==> config.mk <==
export PLATFORM = sky130hd
export DESIGN_NAME = tx_ch_sequencer
export DESIGN_NICKNAME = d
export VERILOG_FILES = /design/src/rtl/tx_ch_sequencer_pkg.sv /design/src/rtl/tx_ch_sequencer_phase_counter.sv /design/src/rtl/tx_ch_sequencer.sv
export SDC_FILE = /design/constraint.sdc
export NUM_CORES = 1
export LEC_CHECK = 0
export ABC_AREA = 0
export BUFFER_PORTS_ARGS = -buffer_cell sky130_fd_sc_hd__clkbuf_2
export CAP_MARGIN = 20
export CORE_MARGIN = 2
export CORE_UTILIZATION = 55
export CTS_CLUSTER_SIZE = 10
export DETAILED_ROUTE_END_ITERATION = 7
export PLACE_DENSITY = 0.85
export SYNTH_ARGS = -nofsm -noshare
export SYNTH_HDL_FRONTEND = slang
export SYNTH_SLANG_ARGS = --single-unit
==> constraint.sdc <==
create_clock -name clk -period 2.6 [get_ports clk]
set_clock_uncertainty 0.15 [all_clocks]
set_input_delay 0.13 -clock clk [delete_from_list [all_inputs] [get_ports clk]]
set_output_delay 0.13 -clock clk [all_outputs]
set_load 0.02 [all_outputs]
==> src/rtl/tx_ch_sequencer_pkg.sv <==
// Shared definitions for the Tx/channel run sequencer: state encoding and flush-length derivation.
package tx_ch_sequencer_pkg;

    typedef enum logic [1:0] {
        ST_IDLE  = 2'd0,
        ST_FLUSH = 2'd1,
        ST_RUN   = 2'd2,
        ST_STOP  = 2'd3
    } seq_state_t;

    localparam int DEF_OVERSAMP    = 4;
    localparam int DEF_NB_PHASE    = $clog2(DEF_OVERSAMP);
    localparam int NBAUD           = 6;
    localparam int NUM_CHFILT_COEF = 17;

    // Tx filter span plus channel FIR taps, rounded up to whole symbols so RUN begins at phase 0.
    function automatic int flush_cycles(input int nbaud, input int ncoef, input int oversamp);
        return ((nbaud * oversamp + ncoef + oversamp - 1) / oversamp) * oversamp;
    endfunction

    localparam int DEF_FLUSH_CYC = flush_cycles(NBAUD, NUM_CHFILT_COEF, DEF_OVERSAMP);

endpackage

==> src/rtl/tx_ch_sequencer_phase_counter.sv <==
// Modulo-OVERSAMP phase counter with synchronous clear and a registered end-of-symbol strobe.
module tx_ch_sequencer_phase_counter #(
    parameter int OVERSAMP = 4,
    parameter int NB_PHASE = 2
) (
    input  logic                clk,
    input  logic                srst_i,
    input  logic                clr_i,
    input  logic                inc_i,
    input  logic                strb_en_i,
    output logic [NB_PHASE-1:0] phase_o,
    output logic [NB_PHASE-1:0] phase_next_o,
    output logic                wrap_o
);

    localparam logic [NB_PHASE-1:0] PHASE_LAST = NB_PHASE'(OVERSAMP - 1);

    logic [NB_PHASE-1:0] phase_q, phase_d;
    logic                wrap_q, wrap_d;

    always_comb begin
        phase_d = phase_q;
        if (clr_i) begin
            phase_d = '0;
        end else if (inc_i) begin
            phase_d = (phase_q == PHASE_LAST) ? '0 : phase_q + NB_PHASE'(1);
        end
        // Strobe is registered together with the phase it belongs to.
        wrap_d = strb_en_i && (phase_d == PHASE_LAST);
    end

    always_ff @(posedge clk) begin
        if (srst_i) begin
            phase_q <= '0;
            wrap_q  <= 1'b0;
        end else begin
            phase_q <= phase_d;
            wrap_q  <= wrap_d;
        end
    end

    assign phase_o      = phase_q;
    assign phase_next_o = phase_d;
    assign wrap_o       = wrap_q;

endmodule

==> src/rtl/tx_ch_sequencer.sv <==
// Run controller for the Tx -> noise -> channel-filter chain: IDLE/FLUSH/RUN/STOP sequencing.
// Optional run-length limit enabled by defining TX_CH_SEQ_RUN_LIMIT_EN.
module tx_ch_sequencer
    import tx_ch_sequencer_pkg::*;
#(
    parameter int OVERSAMP   = DEF_OVERSAMP,
    parameter int NB_PHASE   = DEF_NB_PHASE,
    parameter int FLUSH_CYC  = DEF_FLUSH_CYC,
    parameter int NB_FLUSH   = 8,
    parameter int NB_SYM_CNT = 32
`ifdef TX_CH_SEQ_RUN_LIMIT_EN
    ,
    parameter int RUN_SYMS   = 1024
`endif
) (
    input  logic                  clk,
    input  logic                  i_reset,
    input  logic                  i_enable,
    input  logic                  i_noise_en,
    input  logic [NB_PHASE-1:0]   i_ds_phase,
    output logic [NB_PHASE-1:0]   o_phase,
    output logic                  o_sym_strobe,
    output logic                  o_dp_enable,
    output logic                  o_noise_en,
    output logic                  o_valid,
    output logic                  o_ds_strobe,
    output logic [NB_SYM_CNT-1:0] o_sym_count,
    output logic [1:0]            o_state,
    output logic                  o_done
);

    localparam logic [NB_PHASE-1:0] PHASE_LAST = NB_PHASE'(OVERSAMP - 1);
    localparam logic [NB_FLUSH-1:0] FLUSH_LAST = NB_FLUSH'(FLUSH_CYC - 1);

    seq_state_t            state_q, state_d;
    logic [NB_FLUSH-1:0]   flush_q, flush_d;
    logic [NB_PHASE-1:0]   ds_lat_q, ds_lat_d;
    logic [NB_SYM_CNT-1:0] count_q, count_d;
    logic                  dp_en_q, dp_en_d;
    logic                  valid_q, valid_d;
    logic                  ds_strobe_q, ds_strobe_d;
    logic                  noise_q, noise_d;
    logic                  done_q;
    logic                  run_limit_hit;
    logic [NB_PHASE-1:0]   phase_q, phase_next;
    logic                  sym_strobe_q;
    logic [NB_PHASE-1:0]   ds_clamp;
    int unsigned           ds_req;

    tx_ch_sequencer_phase_counter #(
        .OVERSAMP (OVERSAMP),
        .NB_PHASE (NB_PHASE)
    ) u_phase (
        .clk          (clk),
        .srst_i       (i_reset),
        .clr_i        ((state_q == ST_IDLE) || (state_d == ST_IDLE)),
        .inc_i        (dp_en_q),
        .strb_en_i    (state_d != ST_IDLE),
        .phase_o      (phase_q),
        .phase_next_o (phase_next),
        .wrap_o       (sym_strobe_q)
    );

`ifdef TX_CH_SEQ_RUN_LIMIT_EN
    assign run_limit_hit = (state_q == ST_RUN) && (count_q >= NB_SYM_CNT'(RUN_SYMS));

    // Sticky until the run request drops, which also blocks an automatic restart from IDLE.
    always_ff @(posedge clk) begin
        if (i_reset || !i_enable) begin
            done_q <= 1'b0;
        end else begin
            done_q <= done_q | run_limit_hit;
        end
    end
`else
    assign run_limit_hit = 1'b0;
    assign done_q        = 1'b0;
`endif

    always_comb begin
        state_d = state_q;
        case (state_q)
            ST_IDLE:  if (i_enable && !done_q) state_d = ST_FLUSH;
            ST_FLUSH: begin
                if (!i_enable)                state_d = ST_IDLE;
                else if (flush_q == FLUSH_LAST) state_d = ST_RUN;
            end
            ST_RUN:   if (!i_enable || run_limit_hit) state_d = ST_STOP;
            ST_STOP:  if (phase_q == PHASE_LAST) state_d = ST_IDLE;
            default:  state_d = ST_IDLE;
        endcase
    end

    always_comb begin
        ds_req   = 32'(i_ds_phase);
        ds_clamp = (ds_req >= 32'(OVERSAMP)) ? PHASE_LAST : i_ds_phase;

        flush_d  = ((state_q == ST_FLUSH) && (state_d == ST_FLUSH)) ? flush_q + NB_FLUSH'(1) : '0;
        ds_lat_d = ((state_q == ST_FLUSH) && (state_d == ST_RUN)) ? ds_clamp : ds_lat_q;

        count_d = count_q;
        if ((state_q == ST_IDLE) && (state_d == ST_FLUSH)) begin
            count_d = '0;
        end else if ((state_q == ST_RUN) && sym_strobe_q && (count_q != '1)) begin
            count_d = count_q + NB_SYM_CNT'(1);
        end

        dp_en_d     = (state_d != ST_IDLE);
        valid_d     = (state_d == ST_RUN) || (state_d == ST_STOP);
        ds_strobe_d = valid_d && (phase_next == ds_lat_d);
        // Noise request is only sampled at symbol boundaries.
        noise_d     = (state_d == ST_IDLE) ? 1'b0 : (sym_strobe_q ? i_noise_en : noise_q);
    end

    always_ff @(posedge clk) begin
        if (i_reset) begin
            state_q     <= ST_IDLE;
            flush_q     <= '0;
            ds_lat_q    <= '0;
            count_q     <= '0;
            dp_en_q     <= 1'b0;
            valid_q     <= 1'b0;
            ds_strobe_q <= 1'b0;
            noise_q     <= 1'b0;
        end else begin
            state_q     <= state_d;
            flush_q     <= flush_d;
            ds_lat_q    <= ds_lat_d;
            count_q     <= count_d;
            dp_en_q     <= dp_en_d;
            valid_q     <= valid_d;
            ds_strobe_q <= ds_strobe_d;
            noise_q     <= noise_d;
        end
    end

    assign o_phase      = phase_q;
    assign o_sym_strobe = sym_strobe_q;
    assign o_dp_enable  = dp_en_q;
    assign o_noise_en   = noise_q;
    assign o_valid      = valid_q;
    assign o_ds_strobe  = ds_strobe_q;
    assign o_sym_count  = count_q;
    assign o_state      = state_q;
    assign o_done       = done_q;

endmodule
* Word-level counts from Yosys, hierarchy flattened *
Cells that the tools add are included.

operators by class
  add/subtract/negate cells = 3
  $mul = 0
  divide/modulo/power cells = 0
  order comparisons = 0
  equal/unequal tests = 11
  shift operators = 0
  mux-type cells = 10
  bitwise gates (word level) = 1
  reductions and logical operators = 15

operators by type and width
  operator                                                         count
  32-bit by 1-bit adder with 32-bit output, second input constant  1
  32-bit != test, second input constant                            1
  2-bit two-way mux                                                9
  2-bit == test, second input constant                             6
  8-bit by 1-bit adder with 8-bit output, second input constant    1
  8-bit by 6-bit == test with 1-bit output, second input constant  1
  2-bit one-hot mux with 4 select lines                            1
  1-bit logical AND                                                7
  2-bit OR reduction                                               3
  2-bit by 1-bit == test with 1-bit output, second input constant  2
  2-bit logical NOT                                                2
  2-bit by 1-bit adder with 2-bit output, second input constant    1
  2-bit == test                                                    1
  1-bit logical OR                                                 2
  2-bit nonzero test                                               1
  1-bit inverter                                                   1

storage, ports and cells
  register bits after elaboration = 51
  latch bits = 0
  RAM bits = 0
  memory bits (read-only) = 0
  bits of input ports = 6
  output and inout bits = 42
  logic and storage cells = 50
  memories = 0

* Logic depth before layout (Yosys ltp) *
Gate-level depths: netlist of the first run.

  depth after elaboration = 9
  depth in mapped cells = 7
  depth with buffers taken out = 6

* Cells and area by module *
Synthesis of the first run repeated with hierarchy kept, for this count alone.

second synthesis, totals
  cells, all modules = 290
  area, all modules = 2446.1 µm²

modules (own cells, without submodules)
  module                         instances  cells each  area an instance (µm²)  sequential area each (µm²)
  tx_ch_sequencer                1          277         2301.0                  960.9
  tx_ch_sequencer_phase_counter  1          13          145.1                   60.1

* Least setup slack after synthesis of the first run *
No wires, ideal clock.

  kind = flip-flop to flip-flop
  from = register count_q[0], in the netlist o_sym_count[0]
  to = register count_q[23], in the netlist o_sym_count[23]
  library setup time = 0.132 ns
  data arrival time = 1.868 ns
  setup slack = 0.450 ns
  cell stages (with the launch flop) = 8
  clock period less this slack = 2.150 ns
  cells stage by stage = dfxtp_1 > ha_1 > and2_1 > nand3_2 > nor4_2 > clkbuf_1 > or4_1 > a21oi_1

between the ends
  word-level cells in the longest chain between the ends = 2
  elaborated cells between the ends (all ways) = 3
  those cells by class = add/sub (1); eq/ne (1); reduce/logical (1)

RTL lines
  element                                                                           line                    source
  from (decl)                                                                       tx_ch_sequencer.sv:38   logic [NB_SYM_CNT-1:0] count_q, count_d;
  from (signal assigned)                                                            tx_ch_sequencer.sv:129  count_q <= count_d;
  branches (longest 2 deep; another with 32-bit by 1-bit adder with 32-bit output)  n/a

Several ways; the timed one is not identified.
A chain may end at the register's enable or synchronous reset.

* Worst setup path after layout of the first run *
  from = register count_q[0], in the netlist o_sym_count[0]
  to = register count_q[7], in the netlist o_sym_count[7]

The elaborated chain is that of the path after synthesis.

==> flow_summary.ini, run 1 <==
[finish]
antenna_cells = 0
syn2layout_area_growth_pct = 16.3
fin_nets = 354
fill_cells = 346
final_common_cell = dfxtp_1
multi_input_area_um2 = 1400
seq_area_um2 = 1020
drive_gt1_share_pct = 20.8
post-route-util_pct = 66.6
layout_common_cells = dfxtp_1, clkbuf_2, nor2_1, a21oi_1, nand2_1

[setup_path]
worstReg2RegEnd = o_sym_count[7]
crit_fanout = 15
worstPathCellList = ha_1, and2_1, nand3_2, nor4_4, buf_4, o21ai_0, a21oi_1
r2r_start = o_sym_count[0]
arrival_ns = 2.35
crit_required_ns = 2.69
slowest_delay_ns = 0.49
start_kind = flip-flop
critPathKind = reg -> reg
ff2ff_setup_slack_ns = 0.33
cp-end-kind = flip-flop
r2r_cells = 7
cp_slowest_cell = nor4_4

[logic_synthesis]
yosysUniqueCellTypes = 44
synthArstFlopShare_pct = 0
yosysWarnings = 0
synth_edf_count = 0
syn_nets = 304
synth_area_per_cell_um2 = 8.51
synth_ff_type = dfxtp_1
netlist_area_um2 = 2510
postSynthCellCount = 295
yosysSeqAreaShare_pct = 40.7
ys_ff_latch = 51

[detailed_routing]
via_per_inst = 6.15
post-route-drc-count = 0
ant_nets = 0
dr.pass1.iters = 5
drt_iter0_markers = 255
avgRoutedWirePerCell_um = 14.7
drt_wl_total_um = 5850
vias = 2449

[clocking]
cts_buffer_depth = 2
cts.sink_count = 51
tritoncts = done
insertion_delay_ns = 0.31
cts_setup_buffers = 0
h-tree-depth = 2
cts_root_buf = clkbuf_8
cts_resized = 0
path_clk_slew_ns = 0.09
cts_made_buffers = 5

[sta]
fin_crit_ns = 2.27
final_hold_viol_count = 0
relSlewSlack_pct = 60.2
drv_slew = 0
rsz0062_at_grt = no
worst_pin_slew_ns = 0.598
post-route-period-util_pct = 87.2
fmax_mhz = 441
tns_ns = 0
setup-violations-final = 0

[pwr]
power_density_nw_per_um2 = 451
total_power_uw = 1320
cellInternalPower_uw = 1010
clockPowerShare_pct = 37.2
p_switching_uw = 303
ir_drop_mv = 0.372
p_seq_share_pct = 59.6
power_switching_share_pct = 23.0
combPwrFrac_pct = 3.2
p_leak_uw = 0.00108

[min_path]
min_from = i_reset
hp-class = in -> reg
min_to = u_phase.phase_o[1]
min_path_cells = 2

[die]
fp.coreArea_um2 = 4380
initial_utilization_pct = 57.2
fp.dieH_um = 71.6
die_area_um2 = 5120
floorplan.rows = 24
die_w_um = 71.6
num_io_pins = 48

[grt]
grt_start_max_net_pins = 18
grt_pass1_vias = 2154
grt_first_pass_wirelength_um = 9720
globalRouteTotalUtil_pct = 23.4
overflow = 0
antenna_found_initial = 0

[placed_design]
gp_congestion = 0.881
dp_hpwl_um = 4280
io_buffers = 46

[run]
max_cap_viol_count = 0

[status]
status = finished clean
state kept, by name (all words and copies together), names as in the netlist:
| register | flops |
|---|---|
| ds_lat_q | 2 |
| flush_q | 8 |
| o_dp_enable | 1 |
| o_ds_strobe | 1 |
| o_noise_en | 1 |
| o_state | 2 |
| o_sym_count | 32 |
| o_valid | 1 |
| u_phase.phase_o | 2 |
| u_phase.wrap_o | 1 |
area by class of cell:
type	instances	area share [%]
Sequential cell	51	35.0
Clock inverter	2	0.557
Multi-Input combinational cell	225	47.9
Clock buffer	6	2.83
Timing Repair Buffer	56	10.7
Inverter	6	0.772
Tap cell	52	2.23
critical path: cells and delay by family (launching register included):
kind                     cells  cell delay (ns)
AO/OA/AOI/OAI                2             0.25
flip-flops                   1             0.41
AND/OR/NAND/NOR              3             0.93
buffers and inverters        1             0.26
adder cells (fa/ha/maj)      1             0.19
synth_stat cells, types with 4 or more instances:
master / n / area share (%)
nor2_1: 30 / 4.5
dfxtp_1: 51 / 41
nand3_1: 11 / 2.2
a21oi_1: 25 / 5.0
nor4_1: 4 / 1.0
mux2i_1: 4 / 1.6
xor2_1: 4 / 1.4
clkbuf_1: 4 / 0.60
nand2_1: 22 / 3.3
inv_1: 6 / 0.90
nand4_1: 13 / 3.2
o21ai_0: 15 / 3.0
o31ai_1: 7 / 2.1
and4_1: 8 / 2.8
xnor2_1: 9 / 3.1
or3_1: 17 / 4.2
or4_1: 10 / 3.0
and3_1: 7 / 1.7
metal layers:
metal,share of wire (%),vias to the layer above,GRT usage (%)
met5,0,-,0
met4,1.8,0,9.43
met3,6.1,14,5.20
met2,48,92,37.0
met1,44,1148,31.1
li1,-,1195,-
worst max path at each step:
stage / to / startpoint / cells after the start / slack [ns]
finish: o_sym_count[7] / o_sym_count[0] / 7 / 0.33
global route: o_sym_count[7] / o_sym_count[0] / 7 / 0.13
CTS: o_sym_count[7] / o_sym_count[0] / 7 / 0.35
detailed placement: o_sym_count[7] / o_sym_count[0] / 7 / 0.38
global placement: o_sym_count[22] / o_sym_count[1] / 6 / 0.45
floorplan: o_sym_count[23] / o_sym_count[0] / 7 / 0.45
stage by stage:
| stage | instances | hold WS (ns) | setup slack, ns | area [um2] |
|---|---|---|---|---|
| global placement | 387 | 0.265 | 0.451 | 2790 |
| global route | 398 | 0.0240 | 0.133 | 2920 |
| CTS | 398 | 0.000670 | 0.346 | 2920 |
| finish | 398 | 0.0106 | 0.333 | 2920 |
| detailed placement | 387 | 0.276 | 0.383 | 2790 |
| floorplan | 295 | 0.161 | 0.450 | 2510 |
power by group through the flow:
| stage | Sequential [uW] | Clock [uW] | Combinational [uW] |
|---|---|---|---|
| after CTS | 786 | 496 | 42.0 |
| after global placement | 804 | 0 | 37.5 |
| after floorplan | 806 | 0 | 24.7 |
| after global routing | 786 | 525 | 46.3 |
| after detailed placement | 804 | 0 | 38.5 |
| final | 786 | 490 | 42.1 |
kinds of logic after synthesis:
group / synth area share, %
AND/OR/NAND/NOR: 31.6
AO/OA/AOI/OAI: 15.6
flip-flops: 40.7
buffers and inverters: 3.99
XOR/XNOR: 4.54
multiplexers: 2.04
adder cells (fa/ha/maj): 1.50
other: 0.149
what timing repair did:
item	CTS	global route
setup endpoints to repair	0	0
hold buffers	3	0
hold endpoints to repair	3	0
Power figures use the tool's default switching activity.
==> run 2, diff against run 1 <==
--- a/config.mk
+++ b/config.mk
@@ -9,10 +9,11 @@
 export BUFFER_PORTS_ARGS = -buffer_cell sky130_fd_sc_hd__clkbuf_2
 export CAP_MARGIN = 20
 export CORE_MARGIN = 2
-export CORE_UTILIZATION = 55
+export CORE_UTILIZATION = 57
+export CTS_BUF_LIST = sky130_fd_sc_hd__clkbuf_8
 export CTS_CLUSTER_SIZE = 10
 export DETAILED_ROUTE_END_ITERATION = 7
-export PLACE_DENSITY = 0.85
+export PLACE_DENSITY = 0.88
 export SYNTH_ARGS = -nofsm -noshare
 export SYNTH_HDL_FRONTEND = slang
 export SYNTH_SLANG_ARGS = --single-unit
==> run 2 against run 1 <==
  * First-iteration DRC count decreased by 38%
  * Cell area about the same
  * Worst hold slack improved by 0.0052 ns
  * Sequential share of layout area about the same
  * Critical endpoint is now o_sym_count[22]
  * Final cell count decreased by 0.50%
  * Global-route usage increased by 0.64 points
  * Power decreased by 0.12%
  * Via count decreased by 0.20%
==> flow_summary.ini, run 2 (synthesized netlist as in run 1, its figures left out) <==
[status]
status = finished clean

[die]
fp.coreArea_um2 = 4290
num_io_pins = 48
die_area_um2 = 4950
floorplan.rows = 24
initial_utilization_pct = 58.4
die_w_um = 70.4
fp.dieH_um = 70.4

[pwr]
p_switching_uw = 302
power_density_nw_per_um2 = 451
p_seq_share_pct = 59.7
p_leak_uw = 0.00107
combPwrFrac_pct = 3.2
clockPowerShare_pct = 37.1
cellInternalPower_uw = 1010
power_switching_share_pct = 22.9
ir_drop_mv = 0.297

[sta]
rsz0062_at_grt = no
fin_crit_ns = 2.24
post-route-period-util_pct = 86.1
worst_pin_slew_ns = 0.588
fmax_mhz = 447
relSlewSlack_pct = 60.8
setup-violations-final = 0
drv_slew = 0
layout_setup_ws_ns = 0.362
tns_ns = 0
final_hold_viol_count = 0

[placed_design]
pre_cts_ws_ns = 0.405
io_buffers = 46
gp_congestion = 0.877
dp_hpwl_um = 4150

[finish]
antenna_cells = 0
largest_reg_flops = 32
final_common_cell = dfxtp_1
drive_gt1_share_pct = 20.3
multi_input_area_um2 = 1400
fill_cells = 363
syn2layout_area_growth_pct = 16.2
fin_nets = 352
layout_common_cells = dfxtp_1, clkbuf_2, nor2_1, a21oi_1, nand2_1
seq_area_um2 = 1020

[setup_path]
crit_required_ns = 2.70
cp-end-kind = flip-flop
start_kind = flip-flop
worstPathCellList = ha_1, and2_1, nand3_2, a2111o_1, or3_1, a21oi_1
critPathKind = reg -> reg
crit_fanout = 7
cp_num_buf_inv = 0
r2r_start = o_sym_count[0]
cp_slowest_cell = a2111o_1
crit_path_start = o_sym_count[0]
slowest_delay_ns = 0.51
arrival_ns = 2.34
critical_path.top_delay_family = simple AND/OR/NAND/NOR gates

[min_path]
min_from = i_enable
hp-class = in -> reg

[grt]
globalRouteTotalUtil_pct = 24.0
overflow = 0
grt_first_pass_wirelength_um = 9780
grt_start_max_net_pins = 28
grt_pass1_vias = 2194
antenna_found_initial = 0

[detailed_routing]
vias = 2444
drt_iter0_markers = 158
post-route-drc-count = 0
via_per_inst = 6.17
ant_nets = 0
dr.pass1.iters = 5
drt_wl_total_um = 5800
avgRoutedWirePerCell_um = 14.6

[run]
max_cap_viol_count = 0

[clocking]
cts.sink_count = 51
insertion_delay_ns = 0.31
tritoncts = done
cts_root_buf = clkbuf_8
path_clk_slew_ns = 0.09
cts_buffer_depth = 2
h-tree-depth = 2
cts_made_buffers = 5
-- run 2: cell count changes in the layout (fill, tap and decap cells not counted), sizes merged --
cell	before	now
buf	7	5
-- run 2: timing repair --
| item | 4_1_cts | 5_1_grt |
|---|---|---|
| hold buffers | 3 | 0 |
| setup endpoints to repair | 0 | 0 |
| gates resized for setup | 0 | 0 |
| buffers inserted | 0 | 0 |
| hold endpoints to repair | 3 | 0 |
-- run 2: worst paths after layout --
path	endpoint	slack (ns)	depth (start not counted)
worst max-delay path	o_sym_count[22]	0.36	6
worst min-delay path	o_dp_enable	0.02	3
worst max register to register	o_sym_count[22]	0.36	6
worst min register to register	flush_q[0]	0.34	1
-- run 2: cell type report --
type | instances | area share [%]
Clock buffer | 6 | 2.83
Clock inverter | 2 | 0.558
Inverter | 6 | 0.773
Multi-Input combinational cell | 225 | 47.9
Sequential cell | 51 | 35.0
Tap cell | 52 | 2.23
Timing Repair Buffer | 54 | 10.6
-- run 2: metal layers --
metal / GRT usage (%) / share of wire, %
met5: 0 / 0
met1: 31.0 / 45
met2: 39.8 / 48
met4: 7.48 / 1.7
met3: 5.48 / 5.2
-- run 2: tightest hold or removal path, delay by kind of cell --
family / cells / cell delay [ns]
and+or+nand+nor: 2 / 0.18
buffers and inverters: 1 / 0.13
-- run 2: through the flow --
step | instances | cell area [um2] | hold slack, ns | total power [uW] | util [%]
global route | 396 | 2920 | 0.0316 | 1360 | 67.9
CTS | 396 | 2920 | 0.00517 | 1330 | 67.9
finish | 396 | 2920 | 0.0158 | 1320 | 67.9
detailed placement | 385 | 2790 | 0.276 | 842 | 64.9
global placement | 385 | 2790 | 0.264 | 841 | 64.9
floorplan | 295 | 2510 | 0.161 | 830 | -
-- run 2: power by group through the flow --
stage	logic (uW)	registers, uW	clock network, uW
finish	41.9	786	488
global route	46.7	786	523
CTS	41.3	786	498
detailed placement	37.8	804	0
global placement	37.3	804	0
floorplan	24.7	806	0
==> run 3, diff against run 2 <==
--- a/config.mk
+++ b/config.mk
@@ -9,11 +9,13 @@
 export BUFFER_PORTS_ARGS = -buffer_cell sky130_fd_sc_hd__clkbuf_2
 export CAP_MARGIN = 20
 export CORE_MARGIN = 2
-export CORE_UTILIZATION = 57
+export CORE_UTILIZATION = 45
 export CTS_BUF_LIST = sky130_fd_sc_hd__clkbuf_8
+export CTS_CLUSTER_DIAMETER = 30
 export CTS_CLUSTER_SIZE = 10
 export DETAILED_ROUTE_END_ITERATION = 7
-export PLACE_DENSITY = 0.88
+export PLACE_DENSITY = 0.73
+export RECOVER_POWER = 100
 export SYNTH_ARGS = -nofsm -noshare
 export SYNTH_HDL_FRONTEND = slang
 export SYNTH_SLANG_ARGS = --single-unit
==> run 3 against run 2 <==
  * Worst setup slack got worse by 0.0080 ns
  * Largest power group unchanged
  * Highest routed layer unchanged
  * First-iteration DRC count decreased by 2.5%
  * Non-clock buffer count up 1
  * Flip-flop and latch count did not move
  * Largest cell class unchanged
==> flow_summary.ini, run 3 (synthesized netlist as in run 1, its figures left out) <==
[pwr]
power_density_nw_per_um2 = 450
combPwrFrac_pct = 3.2
p_switching_uw = 288
total_power_uw = 1300
power_switching_share_pct = 22.2
clockPowerShare_pct = 36.3
cellInternalPower_uw = 1010
p_seq_share_pct = 60.5
p_leak_uw = 0.000941
ir_drop_mv = 0.318

[grt]
grt_start_max_net_pins = 28
globalRouteTotalUtil_pct = 19.1
overflow = 0
antenna_found_initial = 0
grt_pass1_vias = 2145
grt_first_pass_wirelength_um = 9580

[setup_path]
crit_required_ns = 2.62
worstReg2RegEnd = o_sym_count[31]
critPathKind = reg -> reg
crit_path_start = o_sym_count[0]
cp-end-kind = flip-flop
r2r_start = o_sym_count[0]
start_kind = flip-flop
arrival_ns = 2.26
ff2ff_setup_slack_ns = 0.35
crit_fanout = 27
r2r_cells = 7
cp-endpoint = o_sym_count[31]

[sta]
fin_crit_ns = 2.25
post-route-period-util_pct = 86.4
relSlewSlack_pct = 52.5
rsz0062_at_grt = no
drv_slew = 0
worst_pin_slew_ns = 0.706
setup-violations-final = 0
fmax_mhz = 445
final_hold_viol_count = 0
layout_setup_ws_ns = 0.354
tns_ns = 0

[placed_design]
io_buffers = 46
placed_cells_incl_taps = 406
gp_congestion = 0.864
dpl_cell_area_um2 = 2820
pre_cts_ws_ns = 0.389
dp_hpwl_um = 4240

[detailed_routing]
ant_nets = 0
wl_met2_um = 2730
avgRoutedWirePerCell_um = 13.9
top_layer = met4
vias = 2362
wl_met3_um = 264
drt_wl_total_um = 5790
post-route-drc-count = 0
via_per_inst = 5.66
drt_iter0_markers = 154
dr.pass1.iters = 4
wl_met1_um = 2720

[clocking]
h-tree-depth = 2
cts_setup_buffers = 0
tritoncts = done
cts_buffer_depth = 2
cts.sink_count = 51
path_clk_slew_ns = 0.09
cts_made_buffers = 5
insertion_delay_ns = 0.31
cts_root_buf = clkbuf_8

[finish]
largest_reg_flops = 32
antenna_cells = 0
syn2layout_area_growth_pct = 15.0
stdcell_count = 417
fin_nets = 353
layout_common_cells = dfxtp_1, clkbuf_1, nor2_1, a21oi_1, nand2_1
design_area_um2 = 2890
drive_gt1_share_pct = 8.12
final_common_cell = dfxtp_1

[die]
initial_utilization_pct = 46.1
floorplan.rows = 27
die_area_um2 = 6190
num_io_pins = 48
die_w_um = 78.7
fp.coreArea_um2 = 5440
fp.dieH_um = 78.7

[min_path]
min_path_cells = 2
hp-class = in -> reg

[status]
status = finished clean

[run]
max_cap_viol_count = 0
-- run 3: routing by layer --
metal	vias up	global-route usage [%]
met2	54	31.8
li1	1195	-
met3	9	4.94
met4	0	7.02
met5	-	0
met1	1104	23.8
-- run 3: worst min path at each step --
stage	slack, ns	startpoint	end
floorplan	0.16	i_enable	o_dp_enable
global placement	0.27	i_ds_phase[1]	ds_lat_q[1]
detailed placement	0.28	i_ds_phase[1]	ds_lat_q[1]
CTS	0.005	i_reset	u_phase.phase_o[1]
global route	0.03	i_reset	u_phase.phase_o[1]
finish	0.01	i_reset	u_phase.phase_o[1]
-- run 3: final cells by class --
class	count	area, um2
clock inverters	2	12.5
clock buffers	6	82.6
repair buffers	55	267
inverters	6	22.5
fillers	535	2550
flip-flops and latches	51	1020
well taps	72	90.1
multi-input cells	225	1390
-- run 3: power groups by stage --
stage	combinational [uW]	sequential, uW	clock (uW)
final	41.2	786	472
after global routing	46.2	786	513
after CTS	41.7	786	487
after detailed placement	38.2	804	0
after global placement	38.2	804	0
after floorplan	24.7	806	0
-- run 3: what timing repair did --
action	CTS	global route
hold endpoints to repair	3	0
endpoints found under the setup margin	0	0
gates resized for setup	0	0
hold buffers	3	0
-- run 3: per-stage QoR --
stage | util [%] | hold WS, ns
2_1_floorplan | - | 0.161
5_1_grt | 53.1 | 0.0349
3_3_place_gp | 51.8 | 0.267
6_report | 53.1 | 0.0107
4_1_cts | 54.1 | 0.00539
3_5_place_dp | 51.8 | 0.284
-- run 3: worst max-delay path, cell delays in order (launching register included) --
cell,delay [ns]
dfxtp_1,0.40
ha_1,0.18
and2_1,0.24
nand3_2,0.21
nor4_4,0.51
buf_12,0.22
or4_1,0.13
a21oi_1,0.06
